$ cat src/rtl/sio_fifo_uart.sv
// sio_fifo_uart: Z80 I/O-mapped 8N1 UART with TX/RX FIFOs, sticky OVR/FERR,
// loopback and a registered interrupt; generates its own 16x oversample tick.
//
// state    | meaning
// TX_IDLE  | line high; leaves on a tick with data queued, popping the head
// TX_START | start bit (0) for 16 ticks
// TX_DATA  | 8 data bits LSB first, 16 ticks each
// TX_STOP  | stop bit (1) for 16 ticks, then next byte or idle
// RX_IDLE  | hunting for a low sample on a tick (after a framing error, waits for high first)
// RX_START | 8 ticks to mid start bit; high there means glitch
// RX_DATA  | sample each bit at its centre, LSB first
// RX_STOP  | check stop bit; push byte, set OVR or set FERR
module sio_fifo_uart #(
    parameter int BAUD_DIV = 326,
    parameter int TX_AW    = 4,
    parameter int RX_AW    = 4
) (
    input  logic       clk,
    input  logic       rst,
    input  logic       ce,
    input  logic       rd,
    input  logic       wr,
    input  logic       cd,
    input  logic [7:0] data_in,
    output logic [7:0] data_out,
    output logic       irq,
    output logic       txd,
    input  logic       rxd
);

    typedef enum logic [1:0] {TX_IDLE, TX_START, TX_DATA, TX_STOP} tx_state_t;
    typedef enum logic [1:0] {RX_IDLE, RX_START, RX_DATA, RX_STOP} rx_state_t;

    localparam logic [TX_AW:0] TX_ONE    = {{TX_AW{1'b0}}, 1'b1};
    localparam logic [RX_AW:0] RX_ONE    = {{RX_AW{1'b0}}, 1'b1};
    localparam logic [15:0]    BAUD_LAST = 16'(BAUD_DIV - 1);

    logic wr_act, rd_act, wr_stb, rd_end, data_wr, ctrl_wr, flush, rx_pop, stat_clr;
    logic wr_prev_q, rd_prev_q, rd_cd_q, rd_cd_d;
    logic [2:0] ctrl_q, ctrl_d;
    logic ctrl_unused;
    logic [15:0] baud_cnt_q, baud_cnt_d;
    logic tick;

    logic [TX_AW:0] tx_wp_q, tx_wp_d, tx_rp_q, tx_rp_d;
    logic [7:0] tx_mem_q [2**TX_AW];
    logic tx_empty, tx_full, tx_push, tx_pop, tx_pop_ok;
    logic [7:0] tx_rdata;

    logic [RX_AW:0] rx_wp_q, rx_wp_d, rx_rp_q, rx_rp_d;
    logic [7:0] rx_mem_q [2**RX_AW];
    logic rx_empty, rx_full, rx_push, rx_pop_ok;

    tx_state_t tx_state_q, tx_state_d;
    logic [3:0] tx_cnt_q, tx_cnt_d;
    logic [2:0] tx_bit_q, tx_bit_d;
    logic [7:0] tx_shift_q, tx_shift_d;
    logic tx_line_q, tx_line_d;

    rx_state_t rx_state_q, rx_state_d;
    logic [3:0] rx_cnt_q, rx_cnt_d;
    logic [2:0] rx_bit_q, rx_bit_d;
    logic [7:0] rx_shift_q, rx_shift_d;
    logic rx_hold_q, rx_hold_d, rx_s1_q, rx_s2_q, rx_in, rx_done, ferr_set;

    logic ovr_q, ovr_d, ferr_q, ferr_d, irq_q, irq_d;
    logic [7:0] status;

    // Strobes are levels: writes act on their rising edge, reads on their falling edge.
    assign wr_act      = ce & wr;
    assign rd_act      = ce & rd;
    assign wr_stb      = wr_act & ~wr_prev_q;
    assign rd_end      = rd_prev_q & ~rd_act;
    assign data_wr     = wr_stb & ~cd;
    assign ctrl_wr     = wr_stb & cd;
    assign flush       = ctrl_wr & data_in[7];
    assign rx_pop      = rd_end & ~rd_cd_q;
    assign stat_clr    = rd_end & rd_cd_q;
    assign ctrl_unused = ^data_in[6:3];
    assign tick        = (baud_cnt_q == BAUD_LAST);

    assign tx_empty  = (tx_wp_q == tx_rp_q);
    assign tx_full   = (tx_wp_q[TX_AW-1:0] == tx_rp_q[TX_AW-1:0]) & (tx_wp_q[TX_AW] != tx_rp_q[TX_AW]);
    assign tx_push   = data_wr & ~tx_full & ~flush;
    assign tx_pop_ok = tx_pop & ~tx_empty & ~flush;
    assign tx_rdata  = tx_mem_q[tx_rp_q[TX_AW-1:0]];

    assign rx_empty  = (rx_wp_q == rx_rp_q);
    assign rx_full   = (rx_wp_q[RX_AW-1:0] == rx_rp_q[RX_AW-1:0]) & (rx_wp_q[RX_AW] != rx_rp_q[RX_AW]);
    assign rx_push   = rx_done & ~rx_full & ~flush;
    assign rx_pop_ok = rx_pop & ~rx_empty & ~flush;
    assign rx_in     = ctrl_q[2] ? tx_line_q : rx_s2_q;

    assign status = {3'b000, ferr_q, ovr_q, tx_empty & (tx_state_q == TX_IDLE), ~tx_full, ~rx_empty};
    assign txd    = tx_line_q | ctrl_q[2];
    assign irq    = irq_q;

    always_comb begin
        data_out = 8'h00;
        if (rd_act) begin
            if (cd)
                data_out = status;
            else if (!rx_empty)
                data_out = rx_mem_q[rx_rp_q[RX_AW-1:0]];
        end
    end

    always_comb begin
        rd_cd_d    = rd_act ? cd : rd_cd_q;
        ctrl_d     = ctrl_wr ? data_in[2:0] : ctrl_q;
        baud_cnt_d = tick ? 16'd0 : baud_cnt_q + 16'd1;
        // Error set beats the clear from a status read or flush.
        ovr_d      = (ovr_q & ~(stat_clr | flush)) | (rx_done & rx_full);
        ferr_d     = (ferr_q & ~(stat_clr | flush)) | ferr_set;
        irq_d      = (ctrl_q[0] & ~rx_empty) | (ctrl_q[1] & ~tx_full);
        tx_wp_d    = tx_wp_q;
        tx_rp_d    = tx_rp_q;
        rx_wp_d    = rx_wp_q;
        rx_rp_d    = rx_rp_q;
        if (flush) begin
            tx_wp_d = '0;
            tx_rp_d = '0;
            rx_wp_d = '0;
            rx_rp_d = '0;
        end else begin
            if (tx_push)   tx_wp_d = tx_wp_q + TX_ONE;
            if (tx_pop_ok) tx_rp_d = tx_rp_q + TX_ONE;
            if (rx_push)   rx_wp_d = rx_wp_q + RX_ONE;
            if (rx_pop_ok) rx_rp_d = rx_rp_q + RX_ONE;
        end
    end

    always_comb begin
        tx_state_d = tx_state_q;
        tx_cnt_d   = tx_cnt_q;
        tx_bit_d   = tx_bit_q;
        tx_shift_d = tx_shift_q;
        tx_pop     = 1'b0;
        if (tick) begin
            case (tx_state_q)
                TX_IDLE: begin
                    if (!tx_empty) begin
                        tx_state_d = TX_START;
                        tx_pop     = 1'b1;
                        tx_shift_d = tx_rdata;
                        tx_cnt_d   = 4'd15;
                    end
                end
                TX_START: begin
                    if (tx_cnt_q == 4'd0) begin
                        tx_state_d = TX_DATA;
                        tx_cnt_d   = 4'd15;
                        tx_bit_d   = 3'd0;
                    end else
                        tx_cnt_d = tx_cnt_q - 4'd1;
                end
                TX_DATA: begin
                    if (tx_cnt_q == 4'd0) begin
                        tx_cnt_d = 4'd15;
                        if (tx_bit_q == 3'd7)
                            tx_state_d = TX_STOP;
                        else begin
                            tx_bit_d   = tx_bit_q + 3'd1;
                            tx_shift_d = {1'b0, tx_shift_q[7:1]};
                        end
                    end else
                        tx_cnt_d = tx_cnt_q - 4'd1;
                end
                default: begin
                    if (tx_cnt_q == 4'd0) begin
                        // Chain straight into the next start bit when more data is queued.
                        if (!tx_empty) begin
                            tx_state_d = TX_START;
                            tx_pop     = 1'b1;
                            tx_shift_d = tx_rdata;
                            tx_cnt_d   = 4'd15;
                        end else
                            tx_state_d = TX_IDLE;
                    end else
                        tx_cnt_d = tx_cnt_q - 4'd1;
                end
            endcase
        end
        case (tx_state_d)
            TX_START: tx_line_d = 1'b0;
            TX_DATA:  tx_line_d = tx_shift_d[0];
            default:  tx_line_d = 1'b1;
        endcase
    end

    always_comb begin
        rx_state_d = rx_state_q;
        rx_cnt_d   = rx_cnt_q;
        rx_bit_d   = rx_bit_q;
        rx_shift_d = rx_shift_q;
        rx_hold_d  = rx_hold_q;
        rx_done    = 1'b0;
        ferr_set   = 1'b0;
        case (rx_state_q)
            RX_IDLE: begin
                if (rx_hold_q) begin
                    if (rx_in) rx_hold_d = 1'b0;
                end else if (tick && !rx_in) begin
                    rx_state_d = RX_START;
                    rx_cnt_d   = 4'd7;
                end
            end
            RX_START: begin
                if (tick) begin
                    if (rx_cnt_q == 4'd0) begin
                        rx_state_d = rx_in ? RX_IDLE : RX_DATA;
                        rx_cnt_d   = 4'd15;
                        rx_bit_d   = 3'd0;
                    end else
                        rx_cnt_d = rx_cnt_q - 4'd1;
                end
            end
            RX_DATA: begin
                if (tick) begin
                    if (rx_cnt_q == 4'd0) begin
                        rx_shift_d = {rx_in, rx_shift_q[7:1]};
                        rx_cnt_d   = 4'd15;
                        if (rx_bit_q == 3'd7)
                            rx_state_d = RX_STOP;
                        else
                            rx_bit_d = rx_bit_q + 3'd1;
                    end else
                        rx_cnt_d = rx_cnt_q - 4'd1;
                end
            end
            default: begin
                if (tick) begin
                    if (rx_cnt_q == 4'd0) begin
                        rx_state_d = RX_IDLE;
                        rx_done    = rx_in;
                        ferr_set   = ~rx_in;
                        rx_hold_d  = ~rx_in;
                    end else
                        rx_cnt_d = rx_cnt_q - 4'd1;
                end
            end
        endcase
    end

    always_ff @(posedge clk) begin
        if (rst) begin
            wr_prev_q  <= 1'b0;
            rd_prev_q  <= 1'b0;
            rd_cd_q    <= 1'b0;
            ctrl_q     <= 3'b000;
            baud_cnt_q <= 16'd0;
            tx_wp_q    <= '0;
            tx_rp_q    <= '0;
            rx_wp_q    <= '0;
            rx_rp_q    <= '0;
            tx_state_q <= TX_IDLE;
            tx_cnt_q   <= 4'd0;
            tx_bit_q   <= 3'd0;
            tx_shift_q <= 8'h00;
            tx_line_q  <= 1'b1;
            rx_state_q <= RX_IDLE;
            rx_cnt_q   <= 4'd0;
            rx_bit_q   <= 3'd0;
            rx_shift_q <= 8'h00;
            rx_hold_q  <= 1'b0;
            rx_s1_q    <= 1'b1;
            rx_s2_q    <= 1'b1;
            ovr_q      <= 1'b0;
            ferr_q     <= 1'b0;
            irq_q      <= 1'b0;
        end else begin
            wr_prev_q  <= wr_act;
            rd_prev_q  <= rd_act;
            rd_cd_q    <= rd_cd_d;
            ctrl_q     <= ctrl_d;
            baud_cnt_q <= baud_cnt_d;
            tx_wp_q    <= tx_wp_d;
            tx_rp_q    <= tx_rp_d;
            rx_wp_q    <= rx_wp_d;
            rx_rp_q    <= rx_rp_d;
            tx_state_q <= tx_state_d;
            tx_cnt_q   <= tx_cnt_d;
            tx_bit_q   <= tx_bit_d;
            tx_shift_q <= tx_shift_d;
            tx_line_q  <= tx_line_d;
            rx_state_q <= rx_state_d;
            rx_cnt_q   <= rx_cnt_d;
            rx_bit_q   <= rx_bit_d;
            rx_shift_q <= rx_shift_d;
            rx_hold_q  <= rx_hold_d;
            rx_s1_q    <= rxd;
            rx_s2_q    <= rx_s1_q;
            ovr_q      <= ovr_d;
            ferr_q     <= ferr_d;
            irq_q      <= irq_d;
        end
    end

    always_ff @(posedge clk) begin
        if (tx_push) tx_mem_q[tx_wp_q[TX_AW-1:0]] <= data_in;
        if (rx_push) rx_mem_q[rx_wp_q[RX_AW-1:0]] <= rx_shift_q;
    end

endmodule
$ cat config.mk
export PLATFORM = sky130hd
export DESIGN_NAME = sio_fifo_uart
export DESIGN_NICKNAME = d
export VERILOG_FILES = /design/src/rtl/sio_fifo_uart.sv
export SDC_FILE = /design/constraint.sdc
export NUM_CORES = 1
export LEC_CHECK = 0
export CELL_PAD_IN_SITES_DETAIL_PLACEMENT = 0
export CELL_PAD_IN_SITES_GLOBAL_PLACEMENT = 1
export CORE_ASPECT_RATIO = 1.25
export CORE_UTILIZATION = 40
export CTS_CLUSTER_SIZE = 12
export DETAILED_ROUTE_END_ITERATION = 10
export PLACE_DENSITY_LB_ADDON = 0.1
export SLEW_MARGIN = 30
export SYNTH_ARGS = -nofsm -noshare
export SYNTH_HDL_FRONTEND = slang
export SYNTH_SLANG_ARGS = --single-unit
$ cat constraint.sdc
create_clock -name clk -period 7.27 [get_ports clk]
set_clock_uncertainty 0.2 [all_clocks]
set_input_delay 1.0905 -clock clk [delete_from_list [all_inputs] [get_ports clk]]
set_output_delay 1.0905 -clock clk [all_outputs]
set_load 0.01 [all_outputs]
Word-level counts from Yosys, hierarchy flattened
Memory sizes are Yosys's and may differ from the RTL's. A register that Yosys moved wholly into a read port is not among the register bits.
Index checks and enable logic that the tools add are counted.
W data, S select, Z words.
Word-level totals
  register bits after elaboration: 83
  bits in writable memories: 256
  bits of input ports: 15
  output and inout port bits: 10
  memories kept: 2
Memory list
  rx_mem_q: depth 16, bits a word 8, rd ports 1, clocked after Yosys merged registers in 1, wr ports 1, line 51  | logic [7:0] rx_mem_q [2**RX_AW];
  tx_mem_q: depth 16, bits a word 8, rd ports 1, clocked after Yosys merged registers in 1, wr ports 1, line 46  | logic [7:0] tx_mem_q [2**TX_AW];
Operators by class
  $add $sub $neg: 9
  equality and inequality tests: 28
  muxes and demuxes: 74
  bitwise gates (word level): 43
  reduce and logical (&&, ||, !) cells: 23
Operators by type and width (number)
  $mux W8: 7
  $mux W4: 13
  $mux W2: 16
  $and A1 B1 Y1: 25
  $mux W3: 8
  $pmux W8 S3: 1
  $ne A2 B2 Y1 const B: 11
  $add A5 B1 Y5 const B: 4
  $mux W1: 20
  $add A16 B1 Y16 const B: 1
  $eq A16 B9 Y1 const B: 1
  $pmux W4 S2: 2
  $reduce_and A5 Y1: 3
  $not A1 Y1: 13
  $pmux W2 S3: 2
  $pmux W3 S2: 2
  $eq A5 B5 Y1: 2
  $reduce_bool A2 Y1: 5
  $reduce_and A9 Y1: 1
  $eq A4 B4 Y1: 2
  $logic_not A4 Y1: 2
  $reduce_or A2 Y1: 4
  $sub A4 B1 Y4 const B: 2
  $add A3 B1 Y3 const B: 2
  other kinds (14): 28

Logic depth before layout (Yosys ltp)
Gate-level depths: netlist of the first run.
  depth in word-level cells: 9
  mapped depth: 9
  depth with buffers taken out: 8

Least setup slack after synthesis of the first run
Ideal clock, no wire load.
  kind: input port to flip-flop
  start: in ce
  end: mem rx_mem_q[3][0] (enable)
  library setup time: 383 ps
  arrival: 2806 ps
  setup slack: 3880 ps
  stages on the path: 5
  path through: nand4b_1 > nor2_1 > a2111oi_2 > nand2_1 > nor3_1
Between the ends
  cells in the longest elaborated chain, start to end: 8
Ends and longest elaborated chain
  from (decl): line 20  | input logic ce,
  $and A1 B1 Y1: line 70  | assign wr_act = ce & wr;
  $and A1 B1 Y1: line 72  | assign wr_stb = wr_act & ~wr_prev_q;
  $and A1 B1 Y1: line 75  | assign ctrl_wr = wr_stb & cd;
  $and A1 B1 Y1: line 76  | assign flush = ctrl_wr & data_in[7];
  $not A1 Y1: line 90  | assign rx_push = rx_done & ~rx_full & ~flush;
  $and A1 B1 Y1: line 90
  $mux W1: line 301  | if (rx_push) rx_mem_q[rx_wp_q[RX_AW-1:0]] <= rx_shift_q;
  $mux W1 (not written as such): line 301
  to (decl): line 51
Every way passes these cells.

==> impl_metrics.env, run 1 <==
export IMPL_status="finished, final reports clean"
export IMPL_drc_errors=0
export IMPL_gp_congestion=0.720
export IMPL_coreArea_mm2=0.0356
export IMPL_power_density_mw_per_mm2=241
export IMPL_die_area_mm2=0.0371
export IMPL_grt_pass1_vias=7921
export IMPL_fin_crit_sh_pct=61.9
export IMPL_max_stage_delay_ns=0.65
export IMPL_postRouteAntennaNets=0
export IMPL_syn_num_nets=974
export IMPL_cp_cell_sequence="buf_4 -> mux4_2 -> mux4_2 -> inv_1 -> o22ai_1 -> clkdlybuf4s50_1"
export IMPL_synth_edff_count=256
export IMPL_syn_area_mm2=0.0145
export IMPL_crit_arrival_ns=3.21
export IMPL_io_pins=25
export IMPL_netlist_cell_type_count=68
export IMPL_worstSkewPairLatency_ns=0.53
export IMPL_drive_gt1_share_pct=14.2
export IMPL_wl_met1_um=14200
export IMPL_grtUsageTotal_pct=18.5
export IMPL_placementRows=77
export IMPL_yosysSeqAreaShare_pct=65.5
export IMPL_syn_area_per_cell_um2=15.6
export IMPL_post_place_ws_ns=2.44
export IMPL_cts_hold_buf=0
export IMPL_synth_top_area_share_pct=52.9
export IMPL_crit_type="flip-flop to output pin"
export IMPL_p_leak_nw=5.32
export IMPL_yosysWarnings=0
export IMPL_final_setup_tns_ns=0
export IMPL_irDropWorstVdd_mv=0.200
export IMPL_cp_start_kind="flip-flop"
export IMPL_worstSetupEndpointType="output pin"
export IMPL_die_w_um=172
export IMPL_finalWorstSetupSlack_ns=2.77
export IMPL_tightest_slew_ns=0.898
export IMPL_ys_seq_elements=347
export IMPL_worstPathMaxFanout=32
export IMPL_crit_required_ns=5.98
export IMPL_highest_layer="met4"
export IMPL_synthFlopType="edfxtp_1"
export IMPL_clkSinkCount=347
export IMPL_setup_viol=0
export IMPL_yosys_area_top_type="edfxtp_1"
export IMPL_drtIter0Drc=588
export IMPL_numCtsBuffers=38
export IMPL_post_cts_buffers=0
export IMPL_htreeDepth=2
export IMPL_grt_max_degree=50
export IMPL_clock_fmax_mhz=222
export IMPL_slew_violations=0
export IMPL_grt_first_pass_wirelength_um=50000
export IMPL_path_clk_slew_ns=0.06
export IMPL_synth_most_common_cell="edfxtp_1"
export IMPL_min_period_ns=4.50
export IMPL_drv_cap=0
export IMPL_tritoncts="done"
export IMPL_wl_met3_um=1010
export IMPL_hold_path_class="flip-flop to flip-flop"
export IMPL_antenna_found_initial=1
export IMPL_cts_root_buf="clkbuf_16"
export IMPL_syn_inst=933
export IMPL_synthArstFlopShare_pct=0
export IMPL_hold_viol_final=0
export IMPL_cpMaxStageDelayCell="mux4_2"
export IMPL_hpwlAfterDp_um=21200
export IMPL_area_growth_pct=12.8
export IMPL_io_buffers=24
export IMPL_ctsLongestPathBuffers=3
export IMPL_die_h_um=215
export IMPL_fillers=3109
export IMPL_relSlewSlack_pct=39.9
export IMPL_synth_common_cells="256 x edfxtp_1, 98 x nor2_1, 91 x dfxtp_1, 45 x nand2_1, 44 x mux4_2"
export IMPL_post_cts_resized=0
export IMPL_wl_per_cell_um=22.5
export IMPL_cp_common_cell="mux4_2"
export IMPL_start_util_pct=40.9
export IMPL_viasPerCell=5.37
export IMPL_met2_length_um=16900
export IMPL_drt_total_wl_um=33000
export IMPL_final_nets=1008
export IMPL_rsz0062_at_grt="no"
export IMPL_num_vias=7874
export IMPL_overflow=0
export IMPL_synth_area_leaders="edfxtp_1 53%, dfxtp_1 13%, mux4_2 6.8%"
export IMPL_dr_pass1_iters=5
## worst paths after layout
kind	startpoint	endpoint	slack (ns)	cells after the start
min reg2reg	rx_s1_q$_SDFF_PP1_	rx_s2_q$_SDFF_PP1_	0.22	1
min	rx_s1_q$_SDFF_PP1_	rx_s2_q$_SDFF_PP1_	0.22	1
max reg2reg	rx_cnt_q[0]$_SDFFE_PP0P_	rx_mem_q[9][7]$_DFFE_PP_	3.65	7
max	flip-flop	data_out[4]	2.77	6
## power by group
group	switching (mW)	internal (mW)	total, mW
sequential	0.00383	2.12	2.12
clock	0.752	1.01	1.77
combinational	0.0355	0.0181	0.0536
## routing by layer
metal | track usage, % | vias up
met4 | 6.02 | 0
met5 | 0 | -
met1 | 23.9 | 3991
met3 | 2.67 | 52
li1 | - | 3697
met2 | 31.7 | 134
## state kept, by name (all words and copies together) (netlist names), 2 cells and up, named ones only
| name | count |
|---|---|
| rx_mem_q | 128 |
| tx_mem_q | 128 |
| baud_cnt_q | 16 |
| rx_shift_q | 8 |
| tx_shift_q | 8 |
| rx_rp_q | 5 |
| rx_wp_q | 5 |
| tx_rp_q | 5 |
| tx_wp_q | 5 |
| rx_cnt_q | 4 |
| tx_cnt_q | 4 |
| ctrl_q | 3 |
| rx_bit_q | 3 |
| tx_bit_q | 3 |
| rx_state_q | 2 |
| tx_state_q | 2 |
## cells in the final DEF, fill, tap and decap left out, types with 10 or more instances in the layout
master	instances
ha_1	26
clkdlybuf4s50_1	23
inv_1	24
nand2b_1	10
nand2_1	45
edfxtp_1	256
buf_4	14
dfxtp_1	87
nor2_1	90
mux2i_1	14
xnor2_1	11
nand3_1	20
o21ai_0	17
nand4_1	10
nor3_1	15
clkbuf_16	39
clkbuf_1	10
xor2_1	30
a21oi_1	39
mux4_1	32
mux4_2	44
## final cells by class
| class | instances | area, um^2 | share of cell area (%) |
|---|---|---|---|
| Timing Repair Buffer | 38 | 340 | 2.08 |
| Sequential cell | 347 | 9520 | 58.1 |
| Antenna cell | 1 | 2.50 | 0.0153 |
| Clock inverter | 14 | 95.1 | 0.581 |
| Clock buffer | 49 | 1010 | 6.19 |
| Multi-Input combinational cell | 518 | 4730 | 28.9 |
| Tap cell | 474 | 593 | 3.62 |
| Inverter | 24 | 90.1 | 0.550 |
## critical path, delay by kind of cell, from the launching register on
| kind | cells | cell delay [ns] |
|---|---|---|
| AOI/OAI and AO/OA | 1 | 0.08 |
| buffers and inverters | 3 | 1.12 |
| DFF | 1 | 0.31 |
| muxes | 2 | 1.15 |
## cells by family (layout without fill, tap and decap cells)
group           Yosys count  in the layout  synth area share, %
flops                   347            347                 65.5
simple gates            251            251                 8.64
compound gates          107            107                 5.11
mux                      93             93                 13.8
buf+inv                  68            125                 2.26
xor+xnor                 41             41                 2.47
fa+ha+maj                26             26                 2.24
other cells               0              1                    0
## per-stage QoR
step	utilization (%)	cells	power [mW]	area, um^2	hold WS, ns
floorplan	-	933	2.18	14500	0.189
global placement	42.8	1401	2.22	15200	0.212
detailed placement	42.9	1401	2.22	15200	0.211
CTS	46.0	1464	3.99	16400	0.224
global route	46.1	1464	4.06	16400	0.239
finish	46.1	1465	3.94	16400	0.216
(Power assumes the default switching activity.)
==> run 2, diff against run 1 <==
==> constraint.sdc (replaced) <==
create_clock -name clk -period 4.2 [get_ports clk]
set_clock_uncertainty 0.2 [all_clocks]
set_input_delay 0.63 -clock clk [delete_from_list [all_inputs] [get_ports clk]]
set_output_delay 0.63 -clock clk [all_outputs]
set_load 0.01 [all_outputs]
==> run 2 against run 1 <==
Against the previous run:
- via count up 0.66%
- critical endpoint unchanged
- sequential share of layout area down 1.0 points
- combinational power up 78%
- routed wire length down 0.25%
- first-iteration DRC count down 24%
- sequential power up 73%
- register-to-register slack worse by 2.5 ns
==> impl_metrics.env, run 2 (same netlist as run 1, synthesis figures left out) <==
export IMPL_tritoncts="done"
export IMPL_coreArea_mm2=0.0356
export IMPL_final_nets=1039
export IMPL_gp_congestion=0.770
export IMPL_worstSkewPairLatency_ns=0.54
export IMPL_dr_pass1_iters=5
export IMPL_busiest_layer="met2"
export IMPL_grt_first_pass_wirelength_um=50000
export IMPL_die_area_mm2=0.0371
export IMPL_grt_pass1_vias=8047
export IMPL_antenna_found_initial=2
export IMPL_drt_total_wl_um=32900
export IMPL_numCtsBuffers=37
export IMPL_multi_input_area_mm2=0.00469
export IMPL_die_h_um=215
export IMPL_crit_type="flip-flop to output pin"
export IMPL_r2r_cells=6
export IMPL_grt_met2_usage_pct=31.9
export IMPL_path_clk_slew_ns=0.06
export IMPL_cts_root_buf="clkbuf_16"
export IMPL_crit_arrival_ns=3.07
export IMPL_path_delay_family="simple AND/OR/NAND/NOR gates"
export IMPL_drive_gt1_share_pct=15.6
export IMPL_tightest_slew_ns=0.899
export IMPL_use_met1_pct=22.9
export IMPL_relSlewSlack_pct=40.0
export IMPL_clkSinkCount=347
export IMPL_setup_viol=0
export IMPL_post_place_ws_ns=0.677
export IMPL_drc_errors=0
export IMPL_regArea_mm2=0.00951
export IMPL_grtUsageTotal_pct=18.5
export IMPL_timing_rr_end="tx_mem_q[14][1]$_DFFE_PP_"
export IMPL_power_density_mw_per_mm2=421
export IMPL_fin_crit_sh_pct=92.8
export IMPL_p_leak_nw=5.51
export IMPL_final_setup_tns_ns=0
export IMPL_crit_buf_inv=1
export IMPL_placementRows=77
export IMPL_whs_ns=0.214
export IMPL_wl_per_cell_um=22.0
export IMPL_hold_path_class="flip-flop to flip-flop"
export IMPL_postRouteAntennaNets=0
export IMPL_cp_start_kind="flip-flop"
export IMPL_num_vias=7926
export IMPL_viasPerCell=5.30
export IMPL_final_cells=1496
export IMPL_regToRegStartpoint="tx_wp_q[2]$_SDFFE_PP0P_"
export IMPL_ctsLongestPathBuffers=3
export IMPL_layout_common_cells="256 x edfxtp_1, 98 x nor2_1, 89 x dfxtp_1"
export IMPL_io_buffers=24
export IMPL_cts_hold_buf=0
export IMPL_clock_fmax_mhz=257
export IMPL_antennaDiodeCount=0
export IMPL_worstHoldStart="rx_s1_q$_SDFF_PP1_"
export IMPL_hold_viol_final=0
export IMPL_met3_usage_pct=3.37
export IMPL_rsz0062_at_grt="no"
export IMPL_post_cts_buffers=0
export IMPL_crit_required_ns=3.37
export IMPL_post_cts_resized=0
export IMPL_rrSetupSlack_ns=1.11
export IMPL_status="finished, final reports clean"
export IMPL_io_pins=25
export IMPL_finalWorstSetupSlack_ns=0.303
export IMPL_overflow=0
export IMPL_worstSetupEndpointType="output pin"
export IMPL_drv_cap=0
export IMPL_hold_path_endpoint="rx_s2_q$_SDFF_PP1_"
export IMPL_grt_max_degree=33
export IMPL_hpwlAfterDp_um=21500
export IMPL_start_util_pct=40.9
export IMPL_slew_violations=0
export IMPL_area_growth_pct=14.8
export IMPL_die_w_um=172
export IMPL_dp_cells=1433
export IMPL_worstPathMaxFanout=10
export IMPL_min_period_ns=3.90
export IMPL_mostFrequentLayoutCell="edfxtp_1"
export IMPL_postLayoutCoreUtil_pct=46.9
export IMPL_irDropWorstVdd_mv=0.402
export IMPL_max_stage_delay_ns=0.65
export IMPL_fillers=3069
export IMPL_drtIter0Drc=448
export IMPL_whs_path_depth=1
export IMPL_cpMaxStageDelayCell="nor4_1"
export IMPL_htreeDepth=2
export IMPL_cp_cell_sequence="xor2_1 -> nor4_1 -> and2_1 -> or3_1 -> o22ai_1 -> clkdlybuf4s50_1"
run 2: routing by layer:
| layer | share of wire (%) | up-vias |
|---|---|---|
| met4 | 3.1 | 4 |
| met5 | 0.097 | - |
| met2 | 52 | 132 |
| li1 | - | 3749 |
| met3 | 3.5 | 65 |
| met1 | 41 | 3976 |
run 2: cell type report:
| class | instances | area share, % |
|---|---|---|
| clock buffer | 54 | 6.15 |
| clock inverter | 9 | 1.01 |
| tap | 474 | 3.56 |
| inverter | 24 | 0.540 |
| sequential | 347 | 57.1 |
| timing repair buffer | 70 | 3.56 |
| multi-input combinational | 518 | 28.1 |
run 2: worst register-to-register path, stage by stage, from the launching register on:
cell	delay (ns)
dfxtp_1	0.54
xor2_1	0.28
nor4_4	0.13
a2111oi_4	0.66
nand2_1	0.22
nor2_1	0.53
buf_4	0.24
run 2: worst max path at each step:
stage | from | endpoint | slack (ns) | cells past startpoint
final | rx_wp_q[3]$_SDFFE_PP0P_ | data_out[4] | 0.30 | 6
after CTS | rx_wp_q[2]$_SDFFE_PP0P_ | data_out[4] | 0.26 | 6
after global routing | rx_wp_q[3]$_SDFFE_PP0P_ | data_out[2] | 0.08 | 6
after floorplan | ce | rx_mem_q[3][0]$_DFFE_PP_ | 1.27 | 5
after global placement | ce | data_out[6] | 0.71 | 6
after detailed placement | ce | data_out[6] | 0.68 | 6
run 2: report_power, final:
part | switching, mW | total, mW | internal [mW] | leakage [nW]
combinational | 0.0629 | 0.0953 | 0.0324 | 1.86
clock | 1.31 | 3.25 | 1.94 | 0.575
sequential | 0.00657 | 3.67 | 3.66 | 3.07
total | 1.38 | 7.02 | 5.64 | 5.51
run 2: per-stage QoR:
stage / cell area, um^2 / power (mW)
after floorplan: 14500 / 3.78
after global placement: 15500 / 3.84
after detailed placement: 15500 / 3.84
after CTS: 16700 / 7.11
after global routing: 16700 / 7.23
final: 16700 / 7.02
==> run 3, diff against run 2 <==
--- a/config.mk
+++ b/config.mk
@@ -8,7 +8,7 @@
 export CELL_PAD_IN_SITES_DETAIL_PLACEMENT = 0
 export CELL_PAD_IN_SITES_GLOBAL_PLACEMENT = 1
 export CORE_ASPECT_RATIO = 1.25
-export CORE_UTILIZATION = 40
+export CORE_UTILIZATION = 45
 export CTS_CLUSTER_SIZE = 12
 export DETAILED_ROUTE_END_ITERATION = 10
 export PLACE_DENSITY_LB_ADDON = 0.1
==> run 3 against run 2 <==
Against the previous run:
- critical path depth did not move
- die area fell by 11%
- routed wire length fell by 4.9%
- sequential share of layout area rose by 0.37 points
- power fell by 1.5%
- first-iteration DRC count rose by 10%
==> impl_metrics.env, run 3 (same netlist as run 1, synthesis figures left out) <==
export IMPL_hold_path_endpoint="rx_s2_q$_SDFF_PP1_"
export IMPL_grtUsageTotal_pct=19.6
export IMPL_hold_path_class="flip-flop to flip-flop"
export IMPL_rrSetupSlack_ns=1.16
export IMPL_hold_viol_final=0
export IMPL_worstSkewPairLatency_ns=0.53
export IMPL_power_density_mw_per_mm2=417
export IMPL_final_nets=1039
export IMPL_irDropWorstVdd_mv=0.355
export IMPL_fin_crit_sh_pct=90.0
export IMPL_crit_type="flip-flop to output pin"
export IMPL_cts_root_buf="clkbuf_16"
export IMPL_clock_fmax_mhz=265
export IMPL_grt_max_degree=38
export IMPL_path_clk_slew_ns=0.06
export IMPL_slew_violations=0
export IMPL_r2r_cells=7
export IMPL_post_cts_buffers=0
export IMPL_drv_cap=0
export IMPL_io_buffers=24
export IMPL_relSlewSlack_pct=42.4
export IMPL_status="finished, final reports clean"
export IMPL_io_pins=25
export IMPL_setup_viol=0
export IMPL_p_total_mw=6.91
export IMPL_crit_arrival_ns=2.95
export IMPL_mostFrequentLayoutCell="edfxtp_1"
export IMPL_hpwlAfterDp_um=21200
export IMPL_ctsLongestPathBuffers=3
export IMPL_area_growth_pct=14.0
export IMPL_crit_required_ns=3.37
export IMPL_tightest_slew_ns=0.861
export IMPL_timing_rr_end="tx_mem_q[6][7]$_DFFE_PP_"
export IMPL_numCtsBuffers=38
export IMPL_p_leak_nw=5.50
export IMPL_die_area_mm2=0.0330
export IMPL_viasPerCell=5.63
export IMPL_drive_gt1_share_pct=15.6
export IMPL_placementRows=73
export IMPL_grt_pass1_vias=8315
export IMPL_rsz0062_at_grt="no"
export IMPL_coreArea_mm2=0.0318
export IMPL_grt_first_pass_wirelength_um=47800
export IMPL_gp_congestion=0.807
export IMPL_clkSinkCount=347
export IMPL_whs_path_depth=1
export IMPL_regToRegStartpoint="tx_wp_q[2]$_SDFFE_PP0P_"
export IMPL_die_w_um=163
export IMPL_dr_pass1_iters=6
export IMPL_tritoncts="done"
export IMPL_cts_hold_buf=0
export IMPL_worstPathMaxFanout=10
export IMPL_antenna_found_initial=1
export IMPL_overflow=0
export IMPL_start_util_pct=45.7
export IMPL_die_h_um=203
export IMPL_post_cts_resized=0
export IMPL_cp_start_kind="flip-flop"
export IMPL_num_vias=8071
export IMPL_drc_errors=0
export IMPL_final_setup_tns_ns=0
export IMPL_postRouteAntennaNets=0
export IMPL_wl_per_cell_um=21.8
export IMPL_antennaDiodeCount=0
export IMPL_htreeDepth=2
export IMPL_drt_total_wl_um=31300
export IMPL_worstSetupEndpointType="output pin"
export IMPL_layout_common_cells="256 x edfxtp_1, 98 x nor2_1, 90 x dfxtp_1"
export IMPL_drtIter0Drc=493
export IMPL_worstHoldStart="rx_s1_q$_SDFF_PP1_"
export IMPL_min_period_ns=3.78
[run 3: cell types whose count changed in the layout (fill, tap and decap cells not counted), sizes merged]
cell,previous run,this run
buf,47,46
bufinv,4,2
clkbuf,54,53
clkinv,4,5
inv,25,27
[run 3: worst max-delay path by stage]
| stage | to | slack (ns) | startpoint | cells after the start |
|---|---|---|---|---|
| after floorplan | rx_mem_q[3][0]$_DFFE_PP_ | 1.27 | ce | 5 |
| after global placement | data_out[6] | 0.84 | ce | 5 |
| after detailed placement | data_out[6] | 0.75 | ce | 5 |
| after CTS | data_out[1] | 0.40 | rx_wp_q[3]$_SDFFE_PP0P_ | 6 |
| after global routing | data_out[2] | 0.13 | rx_wp_q[3]$_SDFFE_PP0P_ | 6 |
| final | data_out[1] | 0.42 | rx_wp_q[3]$_SDFFE_PP0P_ | 6 |
[run 3: critical path, cell delays in order (launching register included)]
cell,delay [ns]
dfxtp_1,0.54
xor2_1,0.11
nor4_1,0.64
and2_1,0.26
or3_1,0.24
o21ai_0,0.13
clkdlybuf4s50_1,0.49
[run 3: metal layers]
metal / vias to the layer above / global-route usage [%] / part of all wire, %
li1: 3749 / - / -
met1: 4103 / 23.1 / 40
met2: 159 / 35.3 / 53
met3: 60 / 3.25 / 3.8
met4: 0 / 7.48 / 3.0
met5: - / 0 / 0
[run 3: final cells by class]
cell class / instances / area (um^2)
inverter: 24 / 90.1
multi-input combinational: 518 / 4690
clock buffer: 53 / 1050
tap: 412 / 515
sequential: 347 / 9510
fill: 2613 / 15200
timing repair buffer: 69 / 586
clock inverter: 10 / 123
[run 3: stage by stage]
| step | hold WS [ns] | std cells | util (%) | instance area [um^2] | setup slack [ns] |
|---|---|---|---|---|---|
| global placement | 0.216 | 1370 | 48.4 | 15400 | 0.837 |
| floorplan | 0.189 | 933 | - | 14500 | 1.27 |
| detailed placement | 0.217 | 1370 | 48.4 | 15400 | 0.749 |
| CTS | 0.224 | 1433 | 52.1 | 16600 | 0.398 |
| finish | 0.218 | 1433 | 52.1 | 16600 | 0.422 |
| global route | 0.241 | 1433 | 52.1 | 16600 | 0.126 |
[run 3: power breakdown]
part	switching [mW]	total (mW)	internal [mW]
combinational	0.0621	0.0948	0.0327
clock	1.27	3.14	1.87
sequential	0.00680	3.67	3.66
total	1.34	6.91	5.57
